<file path="src/rtl/tz_local_time.sv">
// UTC to local time converter. It applies the signed TZ offset captured from the edit screen
// and wraps the result modulo 24h. A three-pass FSM (MIN, HOUR, DONE) handles each request.
// Results, DayShift and err are registered at the DONE edge, and valid pulses in the cycle
// after that edge.
module tz_local_time #(
  parameter int unsigned MAX_TZ_HOURS = 14
) (
  input  logic       clk,
  input  logic       reset,
  input  logic       update,
  input  logic [4:0] UTCHours,
  input  logic [5:0] UTCMinutes,
  input  logic [3:0] TZHours,
  input  logic [6:0] TZMinutes,
  input  logic       TZSign,
  output logic [4:0] LocalHours,
  output logic [5:0] LocalMinutes,
  output logic [1:0] DayShift,
  output logic       err,
  output logic       valid,
  output logic       busy
);

  localparam logic [3:0] MaxTzHours = 4'(MAX_TZ_HOURS);

  typedef enum logic [1:0] {StIdle, StMin, StHour, StDone} state_e;

  state_e            state_q;
  logic              pending_q;
  logic [4:0]        utc_hour_q;
  logic [5:0]        utc_min_q;
  logic [3:0]        tz_hour_q;
  logic [5:0]        tz_min_q;
  logic              sign_q;
  logic              bad_q;
  logic [5:0]        min_q;
  logic signed [1:0] carry_q;
  logic [4:0]        hour_q;
  logic [1:0]        day_q;

  logic              capture;
  logic signed [7:0] m_raw, m_adj;
  logic signed [1:0] carry_d;
  logic signed [6:0] h_raw, h_adj;
  logic [1:0]        day_d;
  logic              unused_bits;

  // A new snapshot is taken on a fresh request in IDLE, or at DONE when a request is queued.
  assign capture = ((state_q == StIdle) && update) ||
                   ((state_q == StDone) && (pending_q || update));
  assign busy    = (state_q != StIdle);

  // Minute stage: signed add/subtract with a single wrap and a -1/0/+1 carry.
  always_comb begin
    m_raw   = sign_q ? ($signed({2'b00, utc_min_q}) - $signed({2'b00, tz_min_q}))
                     : ($signed({2'b00, utc_min_q}) + $signed({2'b00, tz_min_q}));
    m_adj   = m_raw;
    carry_d = 2'sb00;
    if (!sign_q && (m_raw >= 8'sd60)) begin
      m_adj   = m_raw - 8'sd60;
      carry_d = 2'sb01;
    end else if (sign_q && (m_raw < 8'sd0)) begin
      m_adj   = m_raw + 8'sd60;
      carry_d = 2'sb11;
    end
  end

  // Hour stage: fold in the minute carry, wrap modulo 24 and report the day shift.
  always_comb begin
    h_raw = sign_q ? ($signed({2'b00, utc_hour_q}) - $signed({3'b000, tz_hour_q}))
                   : ($signed({2'b00, utc_hour_q}) + $signed({3'b000, tz_hour_q}));
    h_raw = h_raw + $signed({{5{carry_q[1]}}, carry_q});
    h_adj = h_raw;
    day_d = 2'b00;
    if (h_raw >= 7'sd24) begin
      h_adj = h_raw - 7'sd24;
      day_d = 2'b01;
    end else if (h_raw < 7'sd0) begin
      h_adj = h_raw + 7'sd24;
      day_d = 2'b11;
    end
  end

  // Only legal UTC inputs reach the outputs, so the wrapped results always fit in the
  // narrower result registers.
  assign unused_bits = ^{m_adj[7:6], h_adj[6:5]};

  // Input snapshot, with the TZ offset clamped to its legal range.
  always_ff @(posedge clk) begin
    if (reset) begin
      utc_hour_q <= '0;
      utc_min_q  <= '0;
      tz_hour_q  <= '0;
      tz_min_q   <= '0;
      sign_q     <= 1'b0;
      bad_q      <= 1'b0;
    end else if (capture) begin
      utc_hour_q <= UTCHours;
      utc_min_q  <= UTCMinutes;
      tz_hour_q  <= (TZHours > MaxTzHours) ? MaxTzHours : TZHours;
      tz_min_q   <= (TZMinutes > 7'd59) ? 6'd59 : TZMinutes[5:0];
      sign_q     <= TZSign;
      bad_q      <= (UTCHours > 5'd23) || (UTCMinutes > 6'd59);
    end
  end

  // Conversion FSM with the pending-request flag, the stage registers and the registered outputs.
  always_ff @(posedge clk) begin
    if (reset) begin
      state_q      <= StIdle;
      pending_q    <= 1'b0;
      min_q        <= '0;
      carry_q      <= 2'sb00;
      hour_q       <= '0;
      day_q        <= '0;
      LocalHours   <= '0;
      LocalMinutes <= '0;
      DayShift     <= '0;
      err          <= 1'b0;
      valid        <= 1'b0;
    end else begin
      valid <= 1'b0;
      unique case (state_q)
        StIdle: begin
          if (update) state_q <= StMin;
        end
        StMin: begin
          if (update) pending_q <= 1'b1;
          min_q   <= m_adj[5:0];
          carry_q <= carry_d;
          state_q <= StHour;
        end
        StHour: begin
          if (update) pending_q <= 1'b1;
          hour_q  <= h_adj[4:0];
          day_q   <= day_d;
          state_q <= StDone;
        end
        StDone: begin
          valid <= 1'b1;
          if (bad_q) begin
            err <= 1'b1;
          end else begin
            err          <= 1'b0;
            LocalHours   <= hour_q;
            LocalMinutes <= min_q;
            DayShift     <= day_q;
          end
          pending_q <= 1'b0;
          state_q   <= capture ? StMin : StIdle;
        end
        default: state_q <= StIdle;
      endcase
    end
  end

endmodule

</file>
<file path="config.mk">
export PLATFORM = sky130hd
export DESIGN_NAME = tz_local_time
export DESIGN_NICKNAME = d
export VERILOG_FILES = /design/src/rtl/tz_local_time.sv
export SDC_FILE = /design/constraint.sdc
export NUM_CORES = 1
export LEC_CHECK = 0
export ABC_AREA = 0
export CORE_MARGIN = 10
export CORE_UTILIZATION = 50
export DETAILED_ROUTE_END_ITERATION = 10
export GPL_TIMING_DRIVEN = 0
export MAX_ROUTING_LAYER = met4
export PLACE_DENSITY_LB_ADDON = 0.08
export SLEW_MARGIN = 25
export SYNTH_ARGS = -nofsm -noshare
export SYNTH_HDL_FRONTEND = slang
export SYNTH_SLANG_ARGS = --single-unit
</file>
<file path="constraint.sdc">
create_clock -name clk -period 9.8 [get_ports clk]
set_input_delay 1.96 -clock clk [delete_from_list [all_inputs] [get_ports clk]]
set_output_delay 1.96 -clock clk [all_outputs]
set_load 0.02 [all_outputs]
</file>
Word level (Yosys, flattened, before mapping). Cells that the tools add are included.

Bits in registers: 56. Input bits: 26. Output and inout bits: 16. Word-level logic and storage cells: 73.

Add/subtract/negate cells: 9. Magnitude comparators: 8. Equality and inequality tests: 5. Multiplexer cells: 19. Bitwise logic cells: 1. Reductions and logical operators: 14.

Operators with widths (number): 6-bit 2-to-1 mux (3); 2-bit 2-to-1 mux (5); 5-bit 2-to-1 mux (2); 8-bit by 7-bit >= comparator with 1-bit output, second input constant (1); 8-bit by 1-bit < comparator with 1-bit output, second input constant (1); 8-bit 2-to-1 mux (1); 2-bit one-hot mux with 4 select lines (1); 6-bit by 6-bit adder with 7-bit output (1); 7-bit by 2-bit adder with 7-bit output (1); 7-bit by 6-bit >= comparator with 1-bit output, second input constant (1); 7-bit by 6-bit > comparator with 1-bit output, second input constant (1); 7-bit by 1-bit < comparator with 1-bit output, second input constant (1); 7-bit 2-to-1 mux (1); 6-bit by 6-bit subtractor with 7-bit output (1); 5-bit by 4-bit adder with 6-bit output (1); 6-bit by 3-bit adder with 6-bit output, second input constant (1); 6-bit > comparator, second input constant (1); 5-bit by 4-bit subtractor with 6-bit output (1); 6-bit by 3-bit subtractor with 6-bit output, second input constant (1); 5-bit by 4-bit adder with 5-bit output, second input constant (1); 5-bit > comparator, second input constant (1); 5-bit by 4-bit subtractor with 5-bit output, second input constant (1); 2-bit equality test, second input constant (2); 4-bit > comparator, second input constant (1); other kinds (14) (24).

Longest topological paths before layout. Gate-level depths: netlist of the first run.

Depth after elaboration: 6. Gate-level depth with buffers: 16. Gate-level depth less buffers: 16.

Least setup slack after synthesis of the first run. No wires, ideal clock.

Path kind: flip-flop to flip-flop. Start: register utc_hour_q[0]. End: register hour_q[3]. Arrival: 3020 ps. Path slack: 6654 ps. Stages on the path, launching flop included: 13. Path buffers: 0. Period minus slack after synthesis: 3146 ps. Cells stage by stage: dfxtp_1 -> inv_1 -> ha_1 -> fa_1 -> mux2i_1 -> fa_1 -> a211oi_1 -> o21bai_1 -> a21oi_1 -> xnor3_1 -> or4_4 -> mux2i_1 -> o21ai_1.

Longest elaborated chain between the ends: 6.

RTL lines: from (decl) (RTL line 30) `logic [4:0] utc_hour_q;`; from (signal assigned) (RTL line 98) `utc_hour_q <= UTCHours;`; 5-bit by 4-bit adder with 6-bit output or 5-bit by 4-bit subtractor with 6-bit output (tied branches) (RTL line 71, 70); 7-bit 2-to-1 mux * (RTL line 70) `h_raw = sign_q ? ($signed({2'b00, utc_hour_q}) - $signed({3'b000, tz_hour_q}))`; 7-bit by 2-bit adder with 7-bit output * (RTL line 72) `h_raw = h_raw + $signed({{5{carry_q[1]}}, carry_q});`; 7-bit by 1-bit < comparator with 1-bit output or 5-bit by 4-bit adder with 5-bit output (tied branches) (RTL line 78, 79); 5-bit 2-to-1 mux (RTL line 78) `end else if (h_raw < 7'sd0) begin`; 5-bit 2-to-1 mux * (RTL line 75) `if (h_raw >= 7'sd24) begin`; to (signal assigned) (RTL line 135) `hour_q <= h_adj[4:0];`; to (decl) (RTL line 38) `logic [4:0] hour_q;`.

Every way passes the cells marked *; elsewhere a longest branch is shown, timed or not. A chain may end at the register's enable or synchronous reset.

Final worst setup path of the first run.
Start: register state_q[0]. End: output busy.

Longest elaborated chain between the ends: 1.

RTL lines: from (decl) (RTL line 28) `state_e state_q;`; from (signal assigned) (RTL line 110) `state_q <= StIdle;`; from (signal assigned) (RTL line 125) `if (update) state_q <= StMin;`; from (signal assigned) (RTL line 131) `state_q <= StHour;`; 2-bit nonzero test (RTL line 51) `assign busy = (state_q != StIdle);`; to (decl) (RTL line 21) `output logic busy`.

No other way between the ends.

==> impl_metrics.prom, run 1 <==
# TYPE chip_impl_metric gauge
chip_impl_info{name="status",value="finished clean"} 1
chip_impl_metric{name="worstPathRequired",unit="ns"} 7.84
chip_impl_metric{name="setup_total_negative_slack",unit="ns"} 0
chip_impl_metric{name="dpl_worst_slack",unit="ns"} 5.83
chip_impl_metric{name="firstDrtPassIters",unit=""} 4
chip_impl_metric{name="layout-area-overhead-vs-synth",unit="%"} 17.7
chip_impl_metric{name="drv_cap",unit=""} 0
chip_impl_metric{name="syn_area_per_cell",unit="um2"} 8.38
chip_impl_info{name="cell_chain_of_the_critical_path",value="inv_1, ha_1, inv_1, clkdlybuf4s50_1"} 1
chip_impl_metric{name="synthesis.yosys.warnings",unit=""} 0
chip_impl_metric{name="numCtsBuffers",unit=""} 5
chip_impl_metric{name="port_buffers",unit=""} 41
chip_impl_metric{name="die-width",unit="um"} 104
chip_impl_metric{name="timing.final.max_slew_violations",unit=""} 0
chip_impl_metric{name="vias",unit=""} 2909
chip_impl_info{name="path_common_cell",value="sky130_fd_sc_hd__inv_1"} 1
chip_impl_metric{name="grt_pass1_vias",unit=""} 2866
chip_impl_metric{name="syn-num-nets",unit=""} 485
chip_impl_metric{name="grt.overflow.total",unit=""} 0
chip_impl_metric{name="placedCellCount",unit=""} 555
chip_impl_info{name="synthFlopType",value="sky130_fd_sc_hd__dfxtp_1"} 1
chip_impl_metric{name="share_of_the_clock_period_used_by_the_worst_path_after_layout",unit=""} 0.384
chip_impl_metric{name="synthCells",unit=""} 418
chip_impl_metric{name="final_antenna_net_count",unit=""} 0
chip_impl_metric{name="layout.cell_area.non_filler",unit="um2"} 4120
chip_impl_metric{name="core_area",unit="um2"} 6790
chip_impl_metric{name="floorplan.initialDensity",unit=""} 0.515
chip_impl_metric{name="finalSetupViolations",unit=""} 0
chip_impl_metric{name="route.final.wire_length",unit="mm"} 7.67
chip_impl_metric{name="ys_ff_latch",unit=""} 56
chip_impl_metric{name="dieArea",unit="um2"} 10800
chip_impl_metric{name="h-tree-depth",unit=""} 2
chip_impl_metric{name="wl_per_cell",unit="um"} 13.6
chip_impl_metric{name="tot_pwr",unit="mW"} 0.934
chip_impl_metric{name="vdd_ir_drop_max",unit="mV"} 0.106
chip_impl_metric{name="n_antenna_cell",unit=""} 0
chip_impl_metric{name="fp-row-count",unit=""} 30
chip_impl_metric{name="grt_usage",unit=""} 0.143
chip_impl_metric{name="netlist-cell-type-count",unit=""} 54
chip_impl_metric{name="cp.arrival",unit="ns"} 1.80
chip_impl_metric{name="worst_slew_margin_rel",unit=""} 0.556
chip_impl_metric{name="synth_area",unit="um2"} 3500
chip_impl_info{name="cts_tree",value="done"} 1
chip_impl_metric{name="die_h",unit="um"} 104
chip_impl_metric{name="post-route-worst-setup-slack",unit="ns"} 6.04
chip_impl_metric{name="first_pass_grt_wire_length",unit="mm"} 13.0
chip_impl_metric{name="hold_viol",unit=""} 0
chip_impl_metric{name="clock_latency",unit="ns"} 0.31
chip_impl_info{name="worstSetupPathType",value="flip-flop to primary output"} 1
chip_impl_metric{name="ctsResizeCount",unit=""} 0
chip_impl_metric{name="synth_async_sr_flop_share",unit=""} 0
chip_impl_metric{name="clk_transition_reported_paths",unit="ns"} 0.10
chip_impl_metric{name="power_per_cell_area",unit="nW/um2"} 227
chip_impl_metric{name="place.detailed.hpwl",unit="mm"} 6.27
chip_impl_metric{name="grt_start_max_net_pins",unit=""} 19
chip_impl_metric{name="cts_setup_buffers",unit=""} 0
chip_impl_info{name="clockRootBuffer",value="sky130_fd_sc_hd__clkbuf_8"} 1
chip_impl_metric{name="gp_routability_congestion",unit=""} 0.844
chip_impl_metric{name="drt-initial-drc-count",unit=""} 96
chip_impl_metric{name="count_of_placed_standard_cells_in_the_final_layout_fillers_left_out",unit=""} 563
chip_impl_metric{name="worstPathBufferInverterCount",unit=""} 3
chip_impl_info{name="hold_class",value="flip-flop to flip-flop"} 1
chip_impl_metric{name="finalNetCount",unit=""} 533
chip_impl_metric{name="layout-drive-gt1-share",unit=""} 0.0428
chip_impl_metric{name="post_cts_hold_buffer_count",unit=""} 0
chip_impl_metric{name="synth-edff-count",unit=""} 0
chip_impl_metric{name="cts.sink_count",unit=""} 56
chip_impl_info{name="crit_path_top_delay_cell",value="sky130_fd_sc_hd__clkdlybuf4s50_1"} 1
chip_impl_metric{name="final_util",unit=""} 0.607
chip_impl_metric{name="clock_path_buffers",unit=""} 2
chip_impl_metric{name="pin_slew_with_the_least_headroom_to_its_limit",unit="ns"} 0.666
chip_impl_metric{name="static_leakage",unit="nW"} 1.61
chip_impl_metric{name="max_freq",unit="MHz"} 266
chip_impl_metric{name="io_pins",unit=""} 42
chip_impl_metric{name="crit_fanout",unit=""} 4
chip_impl_metric{name="timing.final.crit_period",unit="ns"} 3.76
chip_impl_metric{name="seq_area_frac_synth",unit=""} 0.320
chip_impl_info{name="grt_setup_unrepaired",value="no"} 1
chip_impl_metric{name="final.setup_skew",unit="ns"} 0.0116
chip_impl_metric{name="final.hold.worst_slack",unit="ns"} 0.459
chip_impl_info{name="top_cell_family_by_delay_on_the_critical_path",value="buffers and inverters"} 1
chip_impl_metric{name="placedInstanceArea",unit="um2"} 4030
chip_impl_metric{name="crit_path_max_incr_delay",unit="ns"} 0.63
chip_impl_metric{name="drc",unit=""} 0
chip_impl_metric{name="post_drt_via_cell_ratio",unit=""} 5.17
chip_impl_info{name="cp-start-kind",value="flip-flop"} 1
chip_impl_info{name="critPathCaptureType",value="primary output"} 1
chip_impl_metric{name="antenna_found_initial",unit=""} 0
-- layer usage --
metal | share of wire | routed length (um) | global-route usage | up-vias
li1 | - | - | - | 1534
met3 | 0.052 | 402 | 0.0285 | 5
met5 | 0 | 0 | - | -
met1 | 0.50 | 3840 | 0.182 | 1304
met4 | 0.0074 | 57 | 0.0338 | 0
met2 | 0.44 | 3370 | 0.227 | 66
-- layout by cell type (no fill, tap or decap), drive strengths merged, types with 4 or more instances in the layout --
cell type      count
a211oi            11
a21o               5
a21oi             50
buf                6
clkbuf            18
clkdlybuf4s50     41
dfxtp             56
fa                 5
ha                36
inv               26
mux2i             12
nand2             69
nand2b             5
nand3              5
nand3b             4
nor2              28
nor2b              8
nor3               8
o21ai             13
o21bai             4
xnor2             11
-- state kept, by name, summed over array words and instances, names as in the netlist, 4 cells and up --
register	cells
LocalHours	5
LocalMinutes	6
hour_q	5
min_q	6
tz_hour_q	4
tz_min_q	6
utc_hour_q	5
utc_min_q	6
-- cells by family (layout without fill, tap and decap cells) --
group | count (synthesis) | count (layout) | share of synthesized area
and+or+nand+nor | 144 | 144 | 0.200
xor gates and xnor gates | 15 | 15 | 0.0414
muxes | 12 | 12 | 0.0343
buffers and inverters | 44 | 93 | 0.0493
adders and majority gates | 41 | 41 | 0.157
AOI/OAI and AO/OA | 106 | 106 | 0.198
DFF | 56 | 56 | 0.320
-- Yosys cell counts, drive strengths merged, types with 2 or more instances --
cell type / instances / area share
nand2: 69 / 0.074
dfxtp: 56 / 0.32
a21oi: 50 / 0.071
ha: 36 / 0.13
nor2: 28 / 0.030
inv: 25 / 0.027
clkbuf: 13 / 0.014
o21ai: 13 / 0.019
mux2i: 12 / 0.034
a211oi: 11 / 0.024
xnor2: 11 / 0.028
nor2b: 8 / 0.016
nor3: 8 / 0.013
buf: 6 / 0.0086
a21o: 5 / 0.011
fa: 5 / 0.029
nand2b: 5 / 0.0089
nand3: 5 / 0.0071
nand3b: 4 / 0.0086
o21bai: 4 / 0.0086
and2: 3 / 0.0054
and4: 3 / 0.0075
nor3b: 3 / 0.0064
o21a: 3 / 0.0064
o31ai: 3 / 0.0064
xor2: 3 / 0.0075
a2111oi: 2 / 0.016
a31oi: 2 / 0.0036
o211ai: 2 / 0.0043
o31a: 2 / 0.0050
-- final timing paths --
| kind | from | slack (ns) | depth (start not counted) | end |
|---|---|---|---|---|
| worst max-delay path | state_q[0] | 6.04 | 4 | busy |
| worst min-delay path | DayShift[0] | 0.46 | 2 | DayShift[0] |
| worst min register to register | DayShift[0] | 0.46 | 2 | DayShift[0] |
| worst max register to register | utc_hour_q[0] | 6.35 | 16 | hour_q[3] |
-- where the power goes --
part / total [mW] / internal [mW] / switching, mW
Sequential: 0.312 / 0.275 / 0.0370
Clock: 0.125 / 0.0509 / 0.0744
Combinational: 0.497 / 0.211 / 0.286
Total: 0.934 / 0.537 / 0.398
-- layout make-up --
type / instances / area [um2]
Buffer: 19 / 78.8
Clock buffer: 5 / 68.8
Clock inverter: 3 / 21.3
Fill cell: 642 / 2670
Inverter: 25 / 93.8
Multi-Input combinational cell: 318 / 2210
Sequential cell: 56 / 1120
Tap cell: 96 / 120
Timing Repair Buffer: 41 / 410
-- worst min-delay path, stage by stage, from the launching register on --
cell	delay, ns
sky130_fd_sc_hd__dfxtp_1	0.32
sky130_fd_sc_hd__nand2_1	0.05
sky130_fd_sc_hd__a21oi_1	0.05
(Power assumes the default switching activity.)
==> inputs of run 2 (changes only) <==
==> constraint.sdc (replaced) <==
create_clock -name clk -period 3.5 [get_ports clk]
set_input_delay 0.7 -clock clk [delete_from_list [all_inputs] [get_ports clk]]
set_output_delay 0.7 -clock clk [all_outputs]
set_load 0.02 [all_outputs]
==> impl_metrics.prom, run 2 (synthesis results as in run 1) <==
# TYPE chip_impl_metric gauge
chip_impl_metric{name="groute.layer.met2.usage",unit=""} 0.227
chip_impl_metric{name="worstPathBufferInverterCount",unit=""} 1
chip_impl_info{name="top_cell_family_by_delay_on_the_critical_path",value="adder cells"} 1
chip_impl_info{name="clockRootBuffer",value="sky130_fd_sc_hd__clkbuf_8"} 1
chip_impl_metric{name="n_fill_cell",unit=""} 631
chip_impl_metric{name="post_drt_via_cell_ratio",unit=""} 5.15
chip_impl_metric{name="met1_usage",unit=""} 0.182
chip_impl_metric{name="numCtsBuffers",unit=""} 5
chip_impl_metric{name="dpl_worst_slack",unit="ns"} 0.0520
chip_impl_metric{name="vias",unit=""} 2913
chip_impl_metric{name="placedInstanceArea",unit="um2"} 4030
chip_impl_metric{name="grt_start_max_net_pins",unit=""} 19
chip_impl_metric{name="grt_usage",unit=""} 0.143
chip_impl_metric{name="power_per_cell_area",unit="nW/um2"} 637
chip_impl_metric{name="antenna_found_initial",unit=""} 0
chip_impl_metric{name="multi_input_comb_area",unit="um2"} 2230
chip_impl_metric{name="timing.final.crit_period",unit="ns"} 3.35
chip_impl_info{name="grt.busiest_layer",value="met2"} 1
chip_impl_metric{name="die-width",unit="um"} 104
chip_impl_info{name="cell_chain_of_the_critical_path",value="inv_1, ha_1, fa_2, nor2b_1, o21a_1, o21ai_0, o31ai_1, xnor2_1, ha_1, o21ai_1, o21bai_1, a21oi_1, xnor3_2, or4_4, mux2i_1, o21ai_1"} 1
chip_impl_info{name="grt_setup_unrepaired",value="yes"} 1
chip_impl_metric{name="core_area",unit="um2"} 6790
chip_impl_metric{name="gp_routability_congestion",unit=""} 0.844
chip_impl_metric{name="hold_viol",unit=""} 0
chip_impl_metric{name="crit_path_max_incr_delay",unit="ns"} 0.51
chip_impl_metric{name="clock_path_buffers",unit=""} 2
chip_impl_metric{name="storage_element_area",unit="um2"} 1120
chip_impl_metric{name="worstPathRequired",unit="ns"} 3.70
chip_impl_metric{name="floorplan.initialDensity",unit=""} 0.515
chip_impl_metric{name="drv_cap",unit=""} 0
chip_impl_metric{name="grt.overflow.total",unit=""} 0
chip_impl_metric{name="h-tree-depth",unit=""} 2
chip_impl_metric{name="worst_slew_margin_rel",unit=""} 0.554
chip_impl_metric{name="final_antenna_net_count",unit=""} 0
chip_impl_metric{name="n_antenna_cell",unit=""} 0
chip_impl_metric{name="drt-initial-drc-count",unit=""} 88
chip_impl_metric{name="drc",unit=""} 0
chip_impl_metric{name="cts.sink_count",unit=""} 56
chip_impl_metric{name="post-route-worst-setup-slack",unit="ns"} 0.154
chip_impl_metric{name="dieArea",unit="um2"} 10800
chip_impl_metric{name="port_buffers",unit=""} 41
chip_impl_metric{name="tot_pwr",unit="mW"} 2.66
chip_impl_metric{name="die_h",unit="um"} 104
chip_impl_metric{name="cp.arrival",unit="ns"} 3.54
chip_impl_metric{name="layout-drive-gt1-share",unit=""} 0.0702
chip_impl_metric{name="final.setup_skew",unit="ns"} 0.0102
chip_impl_metric{name="layout.cell_area.non_filler",unit="um2"} 4170
chip_impl_metric{name="max_freq",unit="MHz"} 299
chip_impl_info{name="cts_tree",value="done"} 1
chip_impl_metric{name="clock_latency",unit="ns"} 0.30
chip_impl_info{name="crit_path_top_delay_cell",value="sky130_fd_sc_hd__or4_4"} 1
chip_impl_metric{name="place.detailed.hpwl",unit="mm"} 6.27
chip_impl_metric{name="static_leakage",unit="nW"} 1.63
chip_impl_info{name="critPathCaptureType",value="flip-flop"} 1
chip_impl_info{name="status",value="finished clean"} 1
chip_impl_metric{name="clk_transition_reported_paths",unit="ns"} 0.10
chip_impl_metric{name="io_pins",unit=""} 42
chip_impl_metric{name="finalSetupViolations",unit=""} 0
chip_impl_metric{name="wl_per_cell",unit="um"} 13.6
chip_impl_metric{name="finalNetCount",unit=""} 536
chip_impl_metric{name="grt_pass1_vias",unit=""} 2866
chip_impl_info{name="cp-start-kind",value="flip-flop"} 1
chip_impl_info{name="worstSetupPathType",value="flip-flop to flip-flop"} 1
chip_impl_metric{name="firstDrtPassIters",unit=""} 4
chip_impl_metric{name="fp-row-count",unit=""} 30
chip_impl_info{name="hold_class",value="flip-flop to flip-flop"} 1
chip_impl_info{name="most_frequent_standard_cell_in_the_layout_excluding_fill_and_tap_cells",value="sky130_fd_sc_hd__nand2_1"} 1
chip_impl_metric{name="layout-area-overhead-vs-synth",unit="%"} 19.1
chip_impl_metric{name="pin_slew_with_the_least_headroom_to_its_limit",unit="ns"} 0.669
chip_impl_metric{name="share_of_the_clock_period_used_by_the_worst_path_after_layout",unit=""} 0.956
chip_impl_metric{name="vdd_ir_drop_max",unit="mV"} 0.298
chip_impl_metric{name="timing.final.max_slew_violations",unit=""} 0
chip_impl_metric{name="crit_fanout",unit=""} 4
chip_impl_metric{name="grt_use_met3",unit=""} 0.0285
chip_impl_info{name="layout_common_cells",value="sky130_fd_sc_hd__nand2_1, sky130_fd_sc_hd__dfxtp_1, sky130_fd_sc_hd__a21oi_1"} 1
chip_impl_metric{name="first_pass_grt_wire_length",unit="mm"} 13.0
chip_impl_metric{name="route.final.wire_length",unit="mm"} 7.70
-- run 2: final timing paths --
path	end	slack [ns]	startpoint	cells past startpoint
setup / recovery	hour_q[3]	0.15	utc_hour_q[0]	16
hold / removal	DayShift[0]	0.46	DayShift[0]	2
setup reg to reg	hour_q[3]	0.15	utc_hour_q[0]	16
hold reg to reg	DayShift[0]	0.46	DayShift[0]	2
-- run 2: report_power, final --
part / switching [mW] / internal, mW / total (mW) / leakage (nW)
clock: 0.208 / 0.142 / 0.350 / 0.0445
sequential: 0.105 / 0.771 / 0.876 / 0.458
combinational: 0.813 / 0.619 / 1.43 / 1.12
-- run 2: final cells by class --
class,instances,share of cell area
Sequential cell,56,0.270
Clock inverter,3,0.00510
Inverter,25,0.0225
Clock buffer,5,0.0165
Multi-Input combinational cell,318,0.534
Tap cell,96,0.0288
Buffer,19,0.0192
Timing Repair Buffer,44,0.104
-- run 2: routing by layer --
layer | vias to the layer above | wire (um) | share of wire
li1 | 1541 | - | -
met1 | 1299 | 3880 | 0.50
met2 | 71 | 3410 | 0.44
met3 | 2 | 377 | 0.049
met4 | 0 | 31 | 0.0040
met5 | - | 0 | 0
-- run 2: worst min-delay path, stage by stage, from the launching register on --
cell and delay (ns):
sky130_fd_sc_hd__dfxtp_1 0.32, sky130_fd_sc_hd__nand2_1 0.05, sky130_fd_sc_hd__a21oi_1 0.05
-- run 2: repair_timing --
item,CTS,global route
hold buffers,0,0
setup endpoints to repair,0,4
resized for setup,0,13
setup buffers,0,3
-- run 2: per-stage QoR --
step / hold slack (ns) / utilization / setup TNS (ns) / instances
floorplan: 0.425 / - / 0 / 418
global placement: 0.441 / 0.594 / 0 / 555
detailed placement: 0.444 / 0.594 / 0 / 555
CTS: 0.461 / 0.607 / 0 / 563
global route: 0.482 / 0.614 / -0.0633 / 566
finish: 0.459 / 0.614 / 0 / 566
==> inputs of run 3 (changes only) <==
==> constraint.sdc (replaced) <==
create_clock -name clk -period 2.8 [get_ports clk]
set_input_delay 0.56 -clock clk [delete_from_list [all_inputs] [get_ports clk]]
set_output_delay 0.56 -clock clk [all_outputs]
set_load 0.02 [all_outputs]
==> impl_metrics.prom, run 3 (synthesis results as in run 1) <==
# TYPE chip_impl_metric gauge
chip_impl_info{name="status",value="complete, but fails checks"} 1
chip_impl_info{name="failed_checks",value="setup timing"} 1
chip_impl_metric{name="finalSetupViolations",unit=""} 6
chip_impl_metric{name="drt-initial-drc-count",unit=""} 119
chip_impl_metric{name="crit_fanout",unit=""} 4
chip_impl_metric{name="grt_start_max_net_pins",unit=""} 18
chip_impl_metric{name="port_buffers",unit=""} 41
chip_impl_metric{name="first_pass_grt_wire_length",unit="mm"} 14.1
chip_impl_metric{name="antenna_found_initial",unit=""} 0
chip_impl_info{name="rr_startpoint",value="utc_hour_q[0]"} 1
chip_impl_metric{name="max_freq",unit="MHz"} 317
chip_impl_metric{name="final.hold.worst_slack",unit="ns"} 0.458
chip_impl_info{name="layout_common_cells",value="sky130_fd_sc_hd__nand2_1, sky130_fd_sc_hd__dfxtp_1, sky130_fd_sc_hd__a21oi_1"} 1
chip_impl_metric{name="post_drt_via_cell_ratio",unit=""} 5.30
chip_impl_metric{name="dieArea",unit="um2"} 10800
chip_impl_info{name="top_cell_family_by_delay_on_the_critical_path",value="adder cells"} 1
chip_impl_info{name="clockRootBuffer",value="sky130_fd_sc_hd__clkbuf_8"} 1
chip_impl_metric{name="die_h",unit="um"} 104
chip_impl_info{name="critPathCaptureType",value="flip-flop"} 1
chip_impl_metric{name="floorplan.initialDensity",unit=""} 0.515
chip_impl_metric{name="layout-area-overhead-vs-synth",unit="%"} 33.7
chip_impl_metric{name="n_fill_cell",unit=""} 579
chip_impl_metric{name="p_int",unit="mW"} 2.28
chip_impl_info{name="reg2reg_to",value="hour_q[3]"} 1
chip_impl_metric{name="count_of_placed_standard_cells_in_the_final_layout_fillers_left_out",unit=""} 591
chip_impl_info{name="crit_path_top_delay_cell",value="sky130_fd_sc_hd__or4_4"} 1
chip_impl_metric{name="finalNetCount",unit=""} 561
chip_impl_info{name="worstSetupPathType",value="flip-flop to flip-flop"} 1
chip_impl_metric{name="worst_slew_margin_rel",unit=""} 0.579
chip_impl_metric{name="cts.sink_count",unit=""} 56
chip_impl_metric{name="drc",unit=""} 0
chip_impl_metric{name="route.final.wire_length",unit="mm"} 8.63
chip_impl_info{name="cts_tree",value="done"} 1
chip_impl_metric{name="clock_latency",unit="ns"} 0.31
chip_impl_metric{name="power.share.sequential",unit=""} 0.286
chip_impl_info{name="hold_start",value="min_q[3]"} 1
chip_impl_metric{name="hold_depth",unit=""} 2
chip_impl_metric{name="grt.overflow.total",unit=""} 0
chip_impl_metric{name="timing.final.crit_period",unit="ns"} 3.16
chip_impl_metric{name="firstDrtPassIters",unit=""} 4
chip_impl_metric{name="post-route-worst-setup-slack",unit="ns"} -0.358
chip_impl_metric{name="post_cts_hold_buffer_count",unit=""} 0
chip_impl_metric{name="place.detailed.hpwl",unit="mm"} 6.44
chip_impl_metric{name="io_pins",unit=""} 42
chip_impl_metric{name="placedCellCount",unit=""} 555
chip_impl_metric{name="worstPathRequired",unit="ns"} 2.99
chip_impl_metric{name="r2r_cells",unit=""} 12
chip_impl_metric{name="cp.arrival",unit="ns"} 3.35
chip_impl_metric{name="power_spent_charging_and_discharging_nets",unit="mW"} 1.63
chip_impl_metric{name="vias",unit=""} 3132
chip_impl_metric{name="hold_viol",unit=""} 0
chip_impl_metric{name="static_leakage",unit="nW"} 1.82
chip_impl_metric{name="drv_cap",unit=""} 0
chip_impl_metric{name="share_of_the_clock_period_used_by_the_worst_path_after_layout",unit=""} 1.13
chip_impl_info{name="most_frequent_standard_cell_in_the_layout_excluding_fill_and_tap_cells",value="sky130_fd_sc_hd__nand2_1"} 1
chip_impl_metric{name="power.share.clock",unit=""} 0.119
chip_impl_info{name="cell_chain_of_the_critical_path",value="inv_4, ha_4, fa_2, mux2i_2, fa_2, a21o_1, a21oi_4, xnor2_4, ha_4, or4_4, mux2i_1, o21ai_1"} 1
chip_impl_metric{name="grt_usage",unit=""} 0.155
chip_impl_metric{name="power_per_cell_area",unit="nW/um2"} 833
chip_impl_metric{name="n_antenna_cell",unit=""} 0
chip_impl_metric{name="comb_power_share",unit=""} 0.595
chip_impl_metric{name="grt_pass1_vias",unit=""} 3027
chip_impl_metric{name="clk_transition_reported_paths",unit="ns"} 0.10
chip_impl_metric{name="timing.final.max_slew_violations",unit=""} 0
chip_impl_metric{name="final_antenna_net_count",unit=""} 0
chip_impl_metric{name="sw_frac_of_total",unit=""} 0.417
chip_impl_metric{name="worst_reg2reg_setup_slack",unit="ns"} -0.36
chip_impl_metric{name="numCtsBuffers",unit=""} 5
chip_impl_info{name="grt_setup_unrepaired",value="yes"} 1
chip_impl_metric{name="vdd_ir_drop_max",unit="mV"} 0.384
chip_impl_metric{name="die-width",unit="um"} 104
chip_impl_metric{name="final.setup_skew",unit="ns"} 0.00912
chip_impl_info{name="cp-start-kind",value="flip-flop"} 1
chip_impl_info{name="hold_class",value="flip-flop to flip-flop"} 1
chip_impl_metric{name="wl_per_cell",unit="um"} 14.6
chip_impl_metric{name="crit_path_max_incr_delay",unit="ns"} 0.54
chip_impl_metric{name="core_area",unit="um2"} 6790
chip_impl_metric{name="fp-row-count",unit=""} 30
chip_impl_metric{name="pin_slew_with_the_least_headroom_to_its_limit",unit="ns"} 0.631
chip_impl_metric{name="layout-drive-gt1-share",unit=""} 0.216
chip_impl_metric{name="clock_path_buffers",unit=""} 2
chip_impl_info{name="hold_path_end",value="min_q[3]"} 1
chip_impl_metric{name="gp_routability_congestion",unit=""} 0.868
chip_impl_metric{name="h-tree-depth",unit=""} 2
chip_impl_metric{name="worstPathBufferInverterCount",unit=""} 1
==> run 3: cell count changes in the layout (fill, tap and decap cells not counted), moves of 5 or more <==
cell / previous run / this run
sky130_fd_sc_hd__a21oi_1: 50 / 45
sky130_fd_sc_hd__buf_4: 4 / 28
sky130_fd_sc_hd__dfxtp_1: 53 / 45
sky130_fd_sc_hd__ha_1: 36 / 25
sky130_fd_sc_hd__ha_4: 0 / 9
sky130_fd_sc_hd__inv_1: 24 / 19
sky130_fd_sc_hd__o21ai_0: 10 / 4
==> run 3: worst max path at each step <==
| stage | from | to | slack (ns) | cells after the start |
|---|---|---|---|---|
| 6_report | utc_hour_q[0] | hour_q[3] | -0.36 | 12 |
| 5_1_grt | tz_hour_q[1] | hour_q[3] | -0.55 | 16 |
| 3_3_place_gp | tz_hour_q[1] | hour_q[3] | -0.46 | 16 |
| 2_1_floorplan | utc_hour_q[0] | hour_q[3] | -0.20 | 12 |
| 3_5_place_dp | tz_hour_q[1] | hour_q[3] | -0.52 | 16 |
| 4_1_cts | utc_hour_q[0] | hour_q[3] | -0.34 | 16 |
==> run 3: stage by stage <==
stage	utilization	setup TNS (ns)	setup slack, ns	instance area, um2	power, mW
global placement	0.606	-2.27	-0.456	4120	2.85
detailed placement	0.606	-2.82	-0.517	4120	2.91
CTS	0.661	-1.09	-0.337	4490	3.68
global route	0.689	-2.57	-0.546	4680	4.21
floorplan	-	-0.452	-0.203	3580	2.48
finish	0.689	-1.16	-0.358	4680	3.90
==> run 3: layout make-up <==
class                   count  area [um2]  share of cell area
inverters                  25        98.8              0.0211
clock buffers               6        82.6              0.0176
flip-flops and latches     56        1140               0.244
well taps                  96         120              0.0256
plain buffers              18        77.6              0.0166
multi-input cells         318        2510               0.536
clock inverters             2        13.8             0.00294
repair buffers             70         636               0.136
==> run 3: power groups by stage <==
stage / sequential, mW / combinational, mW / clock (mW)
after detailed placement: 1.11 / 1.80 / 0
after CTS: 1.10 / 2.10 / 0.471
after global placement: 1.11 / 1.74 / 0
after global routing: 1.14 / 2.57 / 0.501
after floorplan: 1.08 / 1.40 / 0
final: 1.12 / 2.32 / 0.464
==> run 3: metal layers <==
metal	vias to the layer above	GRT usage	part of all wire
met2	79	0.251	0.47
met1	1442	0.193	0.47
met4	0	0.0398	0.016
met5	-	-	0
met3	12	0.0322	0.049
li1	1599	-	-
==> run 3: worst reg2reg max path, cell delays in order, from the launching register on <==
cell and delay (ns):
sky130_fd_sc_hd__dfxtp_4 0.39, sky130_fd_sc_hd__inv_4 0.05, sky130_fd_sc_hd__ha_4 0.15, sky130_fd_sc_hd__fa_2 0.52, sky130_fd_sc_hd__mux2i_2 0.09, sky130_fd_sc_hd__fa_2 0.38
sky130_fd_sc_hd__a21o_1 0.22, sky130_fd_sc_hd__a21oi_4 0.18, sky130_fd_sc_hd__xnor2_4 0.12, sky130_fd_sc_hd__ha_4 0.17, sky130_fd_sc_hd__or4_4 0.54, sky130_fd_sc_hd__mux2i_1 0.17
sky130_fd_sc_hd__o21ai_1 0.08
==> run 3: what timing repair did <==
| item | in CTS | in global routing |
|---|---|---|
| endpoints found under the setup margin | 9 | 9 |
| setup buffers | 21 | 8 |
| gates resized for setup | 33 | 34 |
| pin swaps | 17 | 21 |
